### src/rtl/fifo_uart_tx.sv
// fifo_uart_tx: pops bytes from a show-ahead FIFO and sends them as 8N1-style UART frames
// (one start bit, DATAW data bits LSB first, one stop bit), back-to-back when data is waiting.
//
// Ports:
//   clk         rising-edge clock
//   rst         synchronous active-high reset
//   i_en        transmit enable; only gates new pops, a running frame always completes
//   o_rd_en     pop strobe to the FIFO read port (combinational)
//   i_rd_data   FIFO head data, valid whenever i_rd_empty=0
//   i_rd_empty  FIFO empty flag
//   o_tx        registered serial line, idle high
//   o_busy      high while a frame is in progress
module fifo_uart_tx #(
  parameter int unsigned DATAW        = 8,
  parameter int unsigned CLKS_PER_BIT = 16
) (
  input  logic             clk,
  input  logic             rst,
  input  logic             i_en,
  output logic             o_rd_en,
  input  logic [DATAW-1:0] i_rd_data,
  input  logic             i_rd_empty,
  output logic             o_tx,
  output logic             o_busy
);

  localparam int unsigned CntW = $clog2(CLKS_PER_BIT);
  localparam int unsigned IdxW = (DATAW > 1) ? $clog2(DATAW) : 1;
  localparam logic [CntW-1:0] CntLast = CntW'(CLKS_PER_BIT - 1);
  localparam logic [IdxW-1:0] IdxLast = IdxW'(DATAW - 1);

  typedef enum logic [1:0] {StIdle, StStart, StData, StStop} state_e;

  state_e           r_state, w_state_nxt;
  logic [CntW-1:0]  r_cnt, w_cnt_nxt;
  logic [IdxW-1:0]  r_idx, w_idx_nxt;
  logic [DATAW-1:0] r_shift, w_shift_nxt;
  logic             r_tx, w_tx_nxt;

  logic             w_bit_end;
  logic             w_pop;
  logic [DATAW-1:0] w_shift_sh;

  always_comb begin
    w_bit_end   = (r_cnt == '0);
    w_shift_sh  = r_shift >> 1;
    // A pop is only legal from idle or on the final cycle of the stop bit, so the next start
    // bit lines up with the end of the previous frame.
    w_pop       = ~rst & i_en & ~i_rd_empty &
                  ((r_state == StIdle) | ((r_state == StStop) & w_bit_end));

    w_state_nxt = r_state;
    w_cnt_nxt   = r_cnt;
    w_idx_nxt   = r_idx;
    w_shift_nxt = r_shift;
    w_tx_nxt    = r_tx;

    if (r_state != StIdle) begin
      w_cnt_nxt = w_bit_end ? CntLast : r_cnt - CntW'(1);
    end

    unique case (r_state)
      StIdle: begin
        w_tx_nxt = 1'b1;
      end
      StStart: begin
        if (w_bit_end) begin
          w_state_nxt = StData;
          w_idx_nxt   = '0;
          w_tx_nxt    = r_shift[0];
        end
      end
      StData: begin
        if (w_bit_end) begin
          if (r_idx == IdxLast) begin
            w_state_nxt = StStop;
            w_tx_nxt    = 1'b1;
          end else begin
            w_idx_nxt   = r_idx + IdxW'(1);
            w_shift_nxt = w_shift_sh;
            w_tx_nxt    = w_shift_sh[0];
          end
        end
      end
      StStop: begin
        if (w_bit_end) begin
          w_state_nxt = StIdle;
          w_tx_nxt    = 1'b1;
        end
      end
      default: begin
        w_state_nxt = StIdle;
        w_tx_nxt    = 1'b1;
      end
    endcase

    // Capturing on the pop overrides the end-of-stop return to idle.
    if (w_pop) begin
      w_state_nxt = StStart;
      w_shift_nxt = i_rd_data;
      w_cnt_nxt   = CntLast;
      w_idx_nxt   = '0;
      w_tx_nxt    = 1'b0;
    end
  end

  always_ff @(posedge clk) begin
    if (rst) begin
      r_state <= StIdle;
      r_cnt   <= '0;
      r_idx   <= '0;
      r_shift <= '0;
      r_tx    <= 1'b1;
    end else begin
      r_state <= w_state_nxt;
      r_cnt   <= w_cnt_nxt;
      r_idx   <= w_idx_nxt;
      r_shift <= w_shift_nxt;
      r_tx    <= w_tx_nxt;
    end
  end

  assign o_rd_en = w_pop;
  assign o_tx    = r_tx;
  assign o_busy  = (r_state != StIdle);

endmodule

### config.mk
export PLATFORM = sky130hd
export DESIGN_NAME = fifo_uart_tx
export DESIGN_NICKNAME = d
export VERILOG_FILES = /design/src/rtl/fifo_uart_tx.sv
export SDC_FILE = /design/constraint.sdc
export NUM_CORES = 1
export LEC_CHECK = 0
export ABC_AREA = 1
export CAP_MARGIN = 15
export CORE_UTILIZATION = 55
export DETAILED_ROUTE_END_ITERATION = 8
export DONT_BUFFER_PORTS = 1
export PLACE_DENSITY_LB_ADDON = 0.2
export SKIP_CTS_REPAIR_TIMING = 1
export SLEW_MARGIN = 15
export SYNTH_ARGS = -nofsm -noshare
export SYNTH_HDL_FRONTEND = slang
export SYNTH_SLANG_ARGS = --single-unit
### constraint.sdc
create_clock -name clk -period 1.71 [get_ports clk]
set_input_delay 0.4275 -clock clk [delete_from_list [all_inputs] [get_ports clk]]
set_output_delay 0.4275 -clock clk [all_outputs]
set_load 0.005 [all_outputs]
-- After elaboration in Yosys (flattened, before gate mapping)
Cells that the tools add are included.
- add/subtract/negate cells: 2
- equality and inequality tests: 14
- mux-type cells: 23
- bitwise operators: 7
- reduce and logical (&&, ||, !) cells: 15
- operators with widths (kind ; number):
    $mux W8 ; 4
    $mux W4 ; 3
    $ne A2 B2 Y1 const B ; 6
    $ne A3 B3 Y1 const B ; 4
    $reduce_and A5 Y1 ; 2
    $reduce_bool A2 Y1 ; 5
    $mux W3 ; 3
    $mux W2 ; 4
    $mux W1 ; 6
    $pmux W2 S3 ; 1
    $pmux W3 S2 ; 1
    $reduce_and A3 Y1 ; 2
    $and A1 B1 Y1 ; 4
    $eq A2 B2 Y1 const B ; 2
    $logic_not A4 Y1 ; 1
    $pmux W1 S4 ; 1
    $reduce_and A4 Y1 ; 1
    $reduce_bool A4 Y1 ; 1
    $sub A4 B1 Y4 const B ; 1
    $add A3 B1 Y3 const B ; 1
    $eq A3 B3 Y1 const B ; 1
    $reduce_bool A3 Y1 ; 1
    $eq A2 B1 Y1 const B ; 1
    $logic_not A2 Y1 ; 1
    other kinds (3) ; 4
- flip-flop bits (word level): 18
- input port bits: 12
- output and inout bits: 3
- word-level logic and storage cells: 67

-- Depth between registers and ports, before layout
Gate-level depths: netlist of the first run.
- word-level depth: 6
- gate-level depth with buffers: 10
- depth with buffers taken out: 10

-- Worst setup path after synthesis of the first run
Ideal clock, no wire load.
- path type: reg-to-reg
- from: register r_idx[0]
- to: register r_shift[5]
- library setup time: 0.065 ns
- arrival: 1.315 ns
- required time: 1.645 ns
- setup slack: 0.330 ns
- cell stages (with the launch flop): 10
- path buffers: 0
- period minus slack after synthesis: 1.380 ns
- cell sequence: dfxtp_1 -> ha_1 -> ha_1 -> nor2_4 -> inv_2 -> nor2_2 -> nand2_1 -> o21ai_1 -> o21ai_1 -> nor2_1
- cells in the longest elaborated chain, start to end: 3
- RTL lines (element ; line ; text):
    from (decl) ; 36 ; logic [IdxW-1:0] r_idx, w_idx_nxt;
    from (signal assigned) ; 117 ; r_idx <= w_idx_nxt;
    $eq A3 B3 Y1 ; 75 ; if (r_idx == IdxLast) begin
    $ne A2 B2 Y1 (no line) ; - ;
    $reduce_and A3 Y1 (no line) ; - ;
    to (signal assigned) ; 118 ; r_shift <= w_shift_nxt;
    to (decl) ; 37 ; logic [DATAW-1:0] r_shift, w_shift_nxt;
No other way between the ends.
A chain may end at the register's enable or synchronous reset.

-- Worst setup path after layout of the first run
- from: register r_state[1]
- to: output o_rd_en
- cells in the longest elaborated chain, start to end: 4
- elaborated cells on any way between the ends: 5
- classes of those cells: eq/ne: 1; bitwise: 3; reduce/logical: 1
- RTL lines (element ; line ; text):
    from (decl) ; 34 ; state_e r_state, w_state_nxt;
    from (signal assigned) ; 109 ; r_state <= StIdle;
    from (signal assigned) ; 115 ; r_state <= w_state_nxt;
    $eq A2 B2 Y1 ; 50 ; ((r_state == StIdle) | ((r_state == StStop) & w_bit_end));
    $and A1 B1 Y1 ; 50 ;
    $or A1 B1 Y1 * ; 50 ;
    $and A1 B1 Y1 * ; 49 ; w_pop = ~rst & i_en & ~i_rd_empty &
    to (decl) ; 20 ; output logic o_rd_en,
Mark *: on every way between the ends. The rest lies on a longest branch, timed or not.

==> impl_metrics.py, run 1 <==
metrics = {
    "outcome": {
        "status": "complete, no violations",
    },
    "cts": {
        "cts-buffers-inserted": 3,
        "cts_root_buf": "clkbuf_4",
        "worstSkewPairLatency_ns": 0.30,
        "clkSinkCount": 18,
        "htreeDepth": 1,
        "cts_tree": "done",
        "cts_buffer_depth": 2,
        "path_clk_slew_ns": 0.11,
    },
    "floorplan": {
        "start_util": 0.599,
        "io_pins": 15,
        "die_y_microns": 45.6,
        "dieArea_sq_um": 2080,
        "chipWidth_microns": 45.6,
        "core_sq_um": 1750,
        "rows": 15,
    },
    "pwr": {
        "leakagePower_nw": 0.508,
        "ir_worst_vdd_uv": 1260,
        "p_per_area_nw_per_um2": 1600,
    },
    "worst_setup_path": {
        "crit_type": "flip-flop to output port",
        "worst-endpoint-arrival_ns": 1.27,
        "cp-end-kind": "output port",
        "reg2reg_setup_slack_ns": 0.09,
        "cp_max_fo": 5,
        "cp_data_required_time_ns": 1.28,
        "start_kind": "flip-flop",
    },
    "sta": {
        "finClkSkew_ns": 0.0128,
        "hold_viol_final": 0,
        "setup_viol_count_final": 0,
        "slew_violations": 0,
        "slew_headroom": 0.824,
        "final.min_clock_period_ns": 1.70,
        "rsz0062_at_grt": "true",
        "period_share": 0.995,
        "worst_pin_slew_ns": 0.263,
        "setup_slack_ns": 0.00847,
        "max_freq_mhz": 588,
    },
    "routing": {
        "drc": 0,
        "vias": 931,
        "dr.pass1.iters": 4,
        "drt-total-wl_mm": 2.19,
        "drt_iter0_markers": 8,
        "drt-wirelength-per-cell_microns": 12.4,
        "viasPerCell": 5.26,
        "postRouteAntennaNets": 0,
    },
    "logic_synthesis": {
        "seq_area_frac_synth": 0.345,
        "ys_dominant_reg_cell": "dfxtp_1",
        "synth.most_common_cell": "nand2_1",
        "avgSynthCellArea_sq_um": 7.06,
        "ys_seq_elements": 18,
        "yosysWarnings": 0,
        "ys_async_sr_fraction": 0,
        "synthTopCellsByArea": "dfxtp_1, nand2_1, ha_1",
        "synth-edff-count": 0,
        "synth_largest_area_cell": "dfxtp_1",
        "synthesis.nets": 168,
        "synthDistinctLibCells": 25,
        "synthTopCellsByCount": "nand2_1, dfxtp_1, nor2_1, inv_1, nand3_1",
        "synthCells": 148,
        "syn_area_sq_um": 1040,
        "synth_top_area_share": 0.345,
    },
    "placement": {
        "io_buffers": 0,
        "gp_congestion": 0.827,
        "pre_cts_slack_ns": 0.166,
        "dp_hpwl_mm": 1.58,
    },
    "global_route": {
        "grt_pass1_wl_mm": 3.46,
        "grt_max_degree": 19,
        "grt.total_usage": 0.230,
        "grt_pass1_vias": 886,
        "antenna_found_initial": 0,
        "overflow": 0,
    },
    "final_layout": {
        "nets": 173,
        "diodes": 0,
        "final_util": 0.654,
        "area_growth_pct": 9.22,
        "layout-drive-gt1-share": 0.191,
    },
    "worst_hold_path": {
        "hp-class": "primary input to flip-flop",
    },
    "job": {
        "maxCapViolations": 0,
    },
}
metal layers:
metal	vias up	part of all wire	GRT usage
met1	421	0.48	0.262
met2	16	0.48	0.423
met4	0	0.014	0.0727
met3	5	0.025	0.0437
li1	489	-	-
met5	-	0	0
final cells by class:
cell class	count	area, sq um
inverter	19	71.3
tap	25	31.3
multi-input combinational	110	632
sequential	18	363
clock buffer	4	36.3
fill	169	604
timing repair buffer	1	7.51
placed cells by master, fill, tap and decap left out, types with 2 or more instances in the layout:
cell / count
ha_2: 2
o21ai_1: 7
or2_0: 2
inv_2: 8
dfxtp_1: 16
ha_1: 5
nor2_4: 2
dfxtp_2: 2
nor2_2: 2
o21ai_0: 3
a21oi_1: 10
nand4_1: 2
clkbuf_4: 3
nand2_2: 3
nand2_1: 33
inv_1: 11
nand3_1: 11
nor2_1: 18
sequential cells by signal (all words and copies together) (netlist names):
register,flops
r_state,2
r_shift,8
r_idx,3
r_cnt,4
o_tx,1
worst paths after layout:
kind                      startpoint                       to  cells past startpoint
max          r_state[1]$_SDFFE_PP0P_                  o_rd_en                      3
min                              rst  r_state[0]$_SDFFE_PP0P_                      1
max reg2reg  r_state[0]$_SDFFE_PP0P_  r_shift[5]$_SDFFE_PP0P_                     10
min reg2reg    r_cnt[0]$_SDFFE_PP0P_    r_cnt[0]$_SDFFE_PP0P_                      2
metrics by stage:
stage                     std cells  power (mW)  TNS, ns  area (sq um)  hold slack [ns]
after detailed placement        172        1.49        0          1070            0.460
after floorplan                 148        1.32        0          1040            0.442
after global placement          172        1.45        0          1070            0.452
final                           177        1.82        0          1140            0.174
after global routing            177        1.99   -0.128          1140            0.171
after CTS                       176        1.74  -0.0898          1100            0.183
logic make-up after synthesis:
kind of cell,count (synthesis),synth area share
adder cells (fa/ha/maj),8,0.0958
flip-flops,18,0.345
buffers and inverters,21,0.0826
AO/OA/AOI/OAI,24,0.132
AND/OR/NAND/NOR,76,0.337
XOR/XNOR,1,0.00838
worst max-delay path, stage by stage, from the launching register on:
cell	delay, ns
dfxtp_2	0.38
ha_2	0.23
nand3_4	0.11
a21oi_4	0.26
power breakdown:
group | switching, mW | leakage, nW | internal, mW
logic | 0.615 | 0.339 | 0.338
clock network | 0.131 | 0.0210 | 0.130
registers | 0.0796 | 0.148 | 0.531
(Power assumes the default switching activity.)
==> inputs of run 2 (changes only) <==
--- a/config.mk
+++ b/config.mk
@@ -8,5 +8,8 @@
 export ABC_AREA = 1
 export CAP_MARGIN = 15
-export CORE_UTILIZATION = 55
+export CELL_PAD_IN_SITES_DETAIL_PLACEMENT = 0
+export CELL_PAD_IN_SITES_GLOBAL_PLACEMENT = 2
+export CORE_MARGIN = 5
+export CORE_UTILIZATION = 34
 export DETAILED_ROUTE_END_ITERATION = 8
 export DONT_BUFFER_PORTS = 1
==> constraint.sdc (replaced) <==
create_clock -name clk -period 1.71 [get_ports clk]
set_input_delay 0.2565 -clock clk [delete_from_list [all_inputs] [get_ports clk]]
set_output_delay 0.2565 -clock clk [all_outputs]
set_load 0.005 [all_outputs]
==> run 2 against run 1 <==
The run now ends with negative hold slack left. Combinational power fell by 3.6%. Clock power rose by 7%. Final area fell by 0.66%. Highest routed layer unchanged. Critical path depth did not move. Sequential power barely moved. Register-to-register slack improved by 0.08 ns. Clock-buffer cell count did not move.
==> impl_metrics.py, run 2 (synthesis results as in run 1) <==
metrics = {
    "final_layout": {
        "final_cell_area_sq_um": 1130,
        "layout-drive-gt1-share": 0.172,
        "fillers": 328,
        "top_regs": "r_shift: 8 flops, r_cnt: 4 flops, r_idx: 3 flops",
        "layout_commonest_cell": "nand2_1",
        "nets": 172,
        "diodes": 0,
        "area_growth_pct": 8.50,
        "largest_reg_flops": 8,
        "final_cell_mix": "nand2_1, nor2_1, dfxtp_1",
        "top_register": "r_shift",
    },
    "floorplan": {
        "dieArea_sq_um": 4280,
        "rows": 20,
        "io_pins": 15,
        "core_sq_um": 3000,
        "die_y_microns": 65.4,
        "chipWidth_microns": 65.4,
        "start_util": 0.348,
    },
    "worst_setup_path": {
        "crit_path_max_incr_delay_ns": 0.39,
        "cp-end-kind": "output port",
        "reg2reg_setup_slack_ns": 0.17,
        "cpMaxStageDelayCell": "dfxtp_2",
        "r2r_end": "r_shift[5]$_SDFFE_PP0P_",
        "crit_chain": "ha_1, nand3_4, a21oi_4",
        "crit_path_end": "o_rd_en",
        "worst-endpoint-arrival_ns": 1.34,
        "cp_max_fo": 5,
        "crit_start": "r_state[1]$_SDFFE_PP0P_",
        "r2r_cells": 9,
        "start_kind": "flip-flop",
        "crit_type": "flip-flop to output port",
        "r2r_start": "r_idx[0]$_SDFFE_PP0P_",
        "cp_data_required_time_ns": 1.45,
    },
    "global_route": {
        "grt_max_degree": 19,
        "gr-usage-met3": 0.0376,
        "grt_pass1_wl_mm": 4.06,
        "grt_use_met1": 0.151,
        "grt.total_usage": 0.125,
        "busiest_layer": "met2",
        "grt_pass1_vias": 882,
        "antenna_found_initial": 0,
        "use_met2": 0.205,
        "overflow": 0,
    },
    "pwr": {
        "internal-power_uw": 973,
        "leakagePower_nw": 0.505,
        "power.switching_uw": 834,
        "clkPwrFrac": 0.154,
        "p_per_area_nw_per_um2": 1590,
        "power_frac_seq": 0.338,
        "power_frac_comb": 0.508,
        "switching_share": 0.462,
        "ir_worst_vdd_uv": 578,
    },
    "worst_hold_path": {
        "hp-class": "primary input to flip-flop",
    },
    "sta": {
        "rsz0062_at_grt": "true",
        "final.min_clock_period_ns": 1.60,
        "setup_viol_count_final": 0,
        "slew_headroom": 0.840,
        "hold_viol_final": 1,
        "timing.hold.ws_ns": -0.00348,
        "period_share": 0.934,
        "slew_violations": 0,
        "finClkSkew_ns": 0.00121,
        "max_freq_mhz": 626,
        "tns_ns": 0,
        "worst_pin_slew_ns": 0.240,
    },
    "routing": {
        "dr.pass1.iters": 4,
        "drt-total-wl_mm": 2.48,
        "viasPerCell": 4.97,
        "drt-wirelength-per-cell_microns": 13.5,
        "postRouteAntennaNets": 0,
        "drt_iter0_markers": 25,
        "vias": 914,
        "drc": 0,
    },
    "placement": {
        "dpl_cell_area_sq_um": 1070,
        "io_buffers": 0,
        "gp_congestion": 0.761,
        "dp_hpwl_mm": 1.76,
    },
    "cts": {
        "cts_tree": "done",
        "cts_root_buf": "clkbuf_4",
        "cts_buffer_depth": 2,
        "cts-buffers-inserted": 3,
        "clkSinkCount": 18,
        "worstSkewPairLatency_ns": 0.30,
        "htreeDepth": 1,
        "path_clk_slew_ns": 0.11,
    },
    "outcome": {
        "status": "finished with violations",
        "violations": "negative hold slack",
    },
    "job": {
        "maxCapViolations": 0,
    },
}
-- run 2: cell types whose count changed in the layout (fill, tap and decap cells not counted) --
cell    delta
buf_4      -1
ha_1       +2
ha_2       -1
ha_4       -1
nor2_2     -1
nor2_4     +1
-- run 2: area by class of cell --
type / instances / area [sq um] / area share
multi-input combinational: 110 / 622 / 0.549
sequential: 18 / 363 / 0.320
inverter: 19 / 71.3 / 0.0629
tap: 33 / 41.3 / 0.0364
clock buffer: 4 / 36.3 / 0.0320
-- run 2: how the worst min path moves through the flow --
stage	cells past startpoint	slack [ns]	to	startpoint
after CTS	1	-0.02	r_shift[7]$_SDFFE_PP0P_	rst
after floorplan	1	0.33	r_cnt[0]$_SDFFE_PP0P_	rst
after global placement	1	0.33	r_shift[7]$_SDFFE_PP0P_	rst
final	1	-0.003	r_state[0]$_SDFFE_PP0P_	rst
after global routing	1	-0.02	r_state[0]$_SDFFE_PP0P_	rst
after detailed placement	1	0.33	r_cnt[0]$_SDFFE_PP0P_	rst
-- run 2: power by group through the flow --
stage | Sequential (mW) | Combinational (mW) | Clock [mW]
2_1_floorplan | 0.596 | 0.721 | 0
3_3_place_gp | 0.611 | 0.877 | 0
3_5_place_dp | 0.615 | 0.877 | 0
4_1_cts | 0.607 | 0.879 | 0.293
5_1_grt | 0.627 | 1.06 | 0.307
6_report | 0.611 | 0.919 | 0.278
-- run 2: routing by layer --
layer | up-vias | share of wire
met5 | - | 0
met4 | 0 | 0.020
met3 | 5 | 0.048
met2 | 15 | 0.46
met1 | 409 | 0.47
li1 | 485 | -
-- run 2: critical path, delay by kind of cell (launching register included) --
kind            cells  cell delay [ns]
flops               1             0.39
compound gates      1             0.26
simple gates        1             0.13
fa+ha+maj           1             0.26
-- run 2: per-stage QoR --
stage	hold slack (ns)	cells	utilization	setup WS (ns)	power [mW]
floorplan	0.326	148	-	0.330	1.32
detailed placement	0.329	179	0.357	0.0796	1.49
CTS	-0.0154	183	0.369	0.0117	1.78
global placement	0.328	179	0.357	0.102	1.49
finish	-0.00348	184	0.378	0.113	1.81
global route	-0.0224	184	0.378	-0.00199	2.00
==> inputs of run 3 (changes only) <==
CORE_ASPECT_RATIO = 0.8   (was not set)
==> run 3 against run 2 <==
Critical path type unchanged. Sequential power down 1%. Die area up 0.17%. First-iteration DRC count unchanged. Critical path depth unchanged. Combinational power down 3.3%. Largest power group unchanged. The run now ends clean. Register-to-register slack about the same. Via count up 0.22%. Critical endpoint unchanged. Worst setup slack better by 0.021 ns.
==> impl_metrics.py, run 3 (synthesis results as in run 1) <==
metrics = {
    "sta": {
        "timing.hold.ws_ns": 0.0603,
        "period_share": 0.922,
        "setup_viol_count_final": 0,
        "slew_violations": 0,
        "max_freq_mhz": 635,
        "slew_headroom": 0.800,
        "final.min_clock_period_ns": 1.58,
        "hold_viol_final": 0,
        "setup_slack_ns": 0.134,
        "finClkSkew_ns": 0.00184,
        "tns_ns": 0,
        "rsz0062_at_grt": "false",
        "worst_pin_slew_ns": 0.300,
    },
    "worst_setup_path": {
        "reg2reg_setup_slack_ns": 0.16,
        "r2r_end": "r_state[0]$_SDFFE_PP0P_",
        "cp-end-kind": "output port",
        "cp_data_required_time_ns": 1.45,
        "r2r_cells": 8,
        "start_kind": "flip-flop",
        "cp_max_fo": 9,
        "crit_start": "r_state[1]$_SDFFE_PP0P_",
        "worst-endpoint-arrival_ns": 1.32,
        "r2r_start": "r_state[0]$_SDFFE_PP0P_",
        "crit_type": "flip-flop to output port",
    },
    "pwr": {
        "internal-power_mw": 1.04,
        "switching_share": 0.440,
        "ir_worst_vdd_uv": 404,
        "leakagePower_nw": 0.515,
        "power_frac_seq": 0.326,
        "power.switching_uw": 814,
        "clkPwrFrac": 0.193,
        "p_per_area_nw_per_um2": 1610,
        "power_frac_comb": 0.481,
    },
    "cts": {
        "cts-buffers-inserted": 3,
        "cts_root_buf": "clkbuf_8",
        "worstSkewPairLatency_ns": 0.25,
        "htreeDepth": 1,
        "clkSinkCount": 18,
        "path_clk_slew_ns": 0.07,
        "cts_buffer_depth": 2,
        "cts_tree": "done",
    },
    "final_layout": {
        "layout-drive-gt1-share": 0.152,
        "top_register": "r_shift",
        "top_regs": "r_shift: 8 flops, r_cnt: 4 flops, r_idx: 3 flops",
        "nets": 172,
        "multi_input_area_sq_um": 603,
        "seqCellArea_sq_um": 360,
        "fillers": 335,
        "final_cell_mix": "nand2_1, nor2_1, dfxtp_1",
        "diodes": 0,
        "largest_reg_flops": 8,
        "layout_commonest_cell": "nand2_1",
        "area_growth_pct": 9.82,
        "final_cells": 191,
    },
    "global_route": {
        "busiest_layer": "met2",
        "grt_pass1_wl_mm": 3.92,
        "overflow": 0,
        "antenna_found_initial": 0,
        "gr-usage-met3": 0.0237,
        "grt_max_degree": 19,
        "grt.total_usage": 0.117,
        "grt_use_met1": 0.147,
        "use_met2": 0.191,
        "grt_pass1_vias": 935,
    },
    "floorplan": {
        "core_sq_um": 3020,
        "io_pins": 15,
        "start_util": 0.346,
        "chipWidth_microns": 72.0,
        "rows": 18,
        "die_y_microns": 59.6,
        "dieArea_sq_um": 4290,
    },
    "routing": {
        "vias": 916,
        "postRouteAntennaNets": 0,
        "drt-wirelength-per-cell_microns": 12.0,
        "drt-total-wl_mm": 2.29,
        "dr.pass1.iters": 4,
        "drt_iter0_markers": 25,
        "viasPerCell": 4.80,
        "drc": 0,
    },
    "worst_hold_path": {
        "whs_path_depth": 1,
        "whs_endpoint": "r_shift[7]$_SDFFE_PP0P_",
        "hp-class": "primary input to flip-flop",
        "min-delay-start": "rst",
    },
    "placement": {
        "pre_cts_slack_ns": 0.116,
        "dp_hpwl_mm": 1.73,
        "io_buffers": 0,
        "dp.cells": 187,
        "gp_congestion": 0.797,
    },
    "outcome": {
        "status": "complete, no violations",
    },
    "job": {
        "maxCapViolations": 0,
    },
}
run 3: cell types whose count changed in the layout (fill, tap and decap cells not counted):
| cell | before | now |
|---|---|---|
| dfxtp_2 | 2 | 0 |
| nand3_4 | 1 | 0 |
| clkbuf_8 | 1 | 4 |
| dfxtp_1 | 16 | 18 |
| buf_4 | 0 | 1 |
| clkbuf_4 | 3 | 0 |
| ha_1 | 7 | 8 |
| ha_2 | 1 | 0 |
| nand3_2 | 0 | 1 |
| a21oi_2 | 1 | 0 |
run 3: cell type report:
class | count | share of cell area
Timing Repair Buffer | 1 | 0.00654
Inverter | 19 | 0.0622
Tap cell | 40 | 0.0436
Sequential cell | 18 | 0.314
Multi-Input combinational cell | 109 | 0.526
Clock buffer | 4 | 0.0480
run 3: worst max-delay path by stage:
stage	cells past startpoint	slack, ns	to
4_1_cts	10	0.10	r_shift[5]$_SDFFE_PP0P_
3_5_place_dp	10	0.12	r_shift[5]$_SDFFE_PP0P_
2_1_floorplan	9	0.33	r_shift[5]$_SDFFE_PP0P_
5_1_grt	10	0.02	r_shift[5]$_SDFFE_PP0P_
6_report	3	0.13	o_rd_en
3_3_place_gp	9	0.11	r_shift[5]$_SDFFE_PP0P_
run 3: per-layer routing:
metal	part of all wire	wire [microns]
met1	0.49	1130
met2	0.47	1080
met3	0.027	62
met4	0.0083	19
met5	0	0
run 3: per-stage QoR:
stage | utilization | total power [mW] | cell area (sq um)
final | 0.380 | 1.85 | 1150
after global routing | 0.380 | 2.02 | 1150
after CTS | 0.379 | 1.86 | 1140
after detailed placement | 0.360 | 1.48 | 1090
after global placement | 0.360 | 1.49 | 1090
after floorplan | - | 1.32 | 1040
run 3: power groups by stage:
stage          clock network, mW  registers (mW)  logic (mW)
2_1_floorplan                  0           0.596       0.721
3_3_place_gp                   0           0.610       0.876
3_5_place_dp                   0           0.615       0.869
4_1_cts                    0.375           0.605       0.876
5_1_grt                    0.385           0.619        1.01
6_report                   0.356           0.603       0.889
run 3: worst max-delay path, cell delays in order (launching register included):
cell and delay, ns:
dfxtp_1 0.40, ha_1 0.25, nand3_2 0.12, a21oi_4 0.29
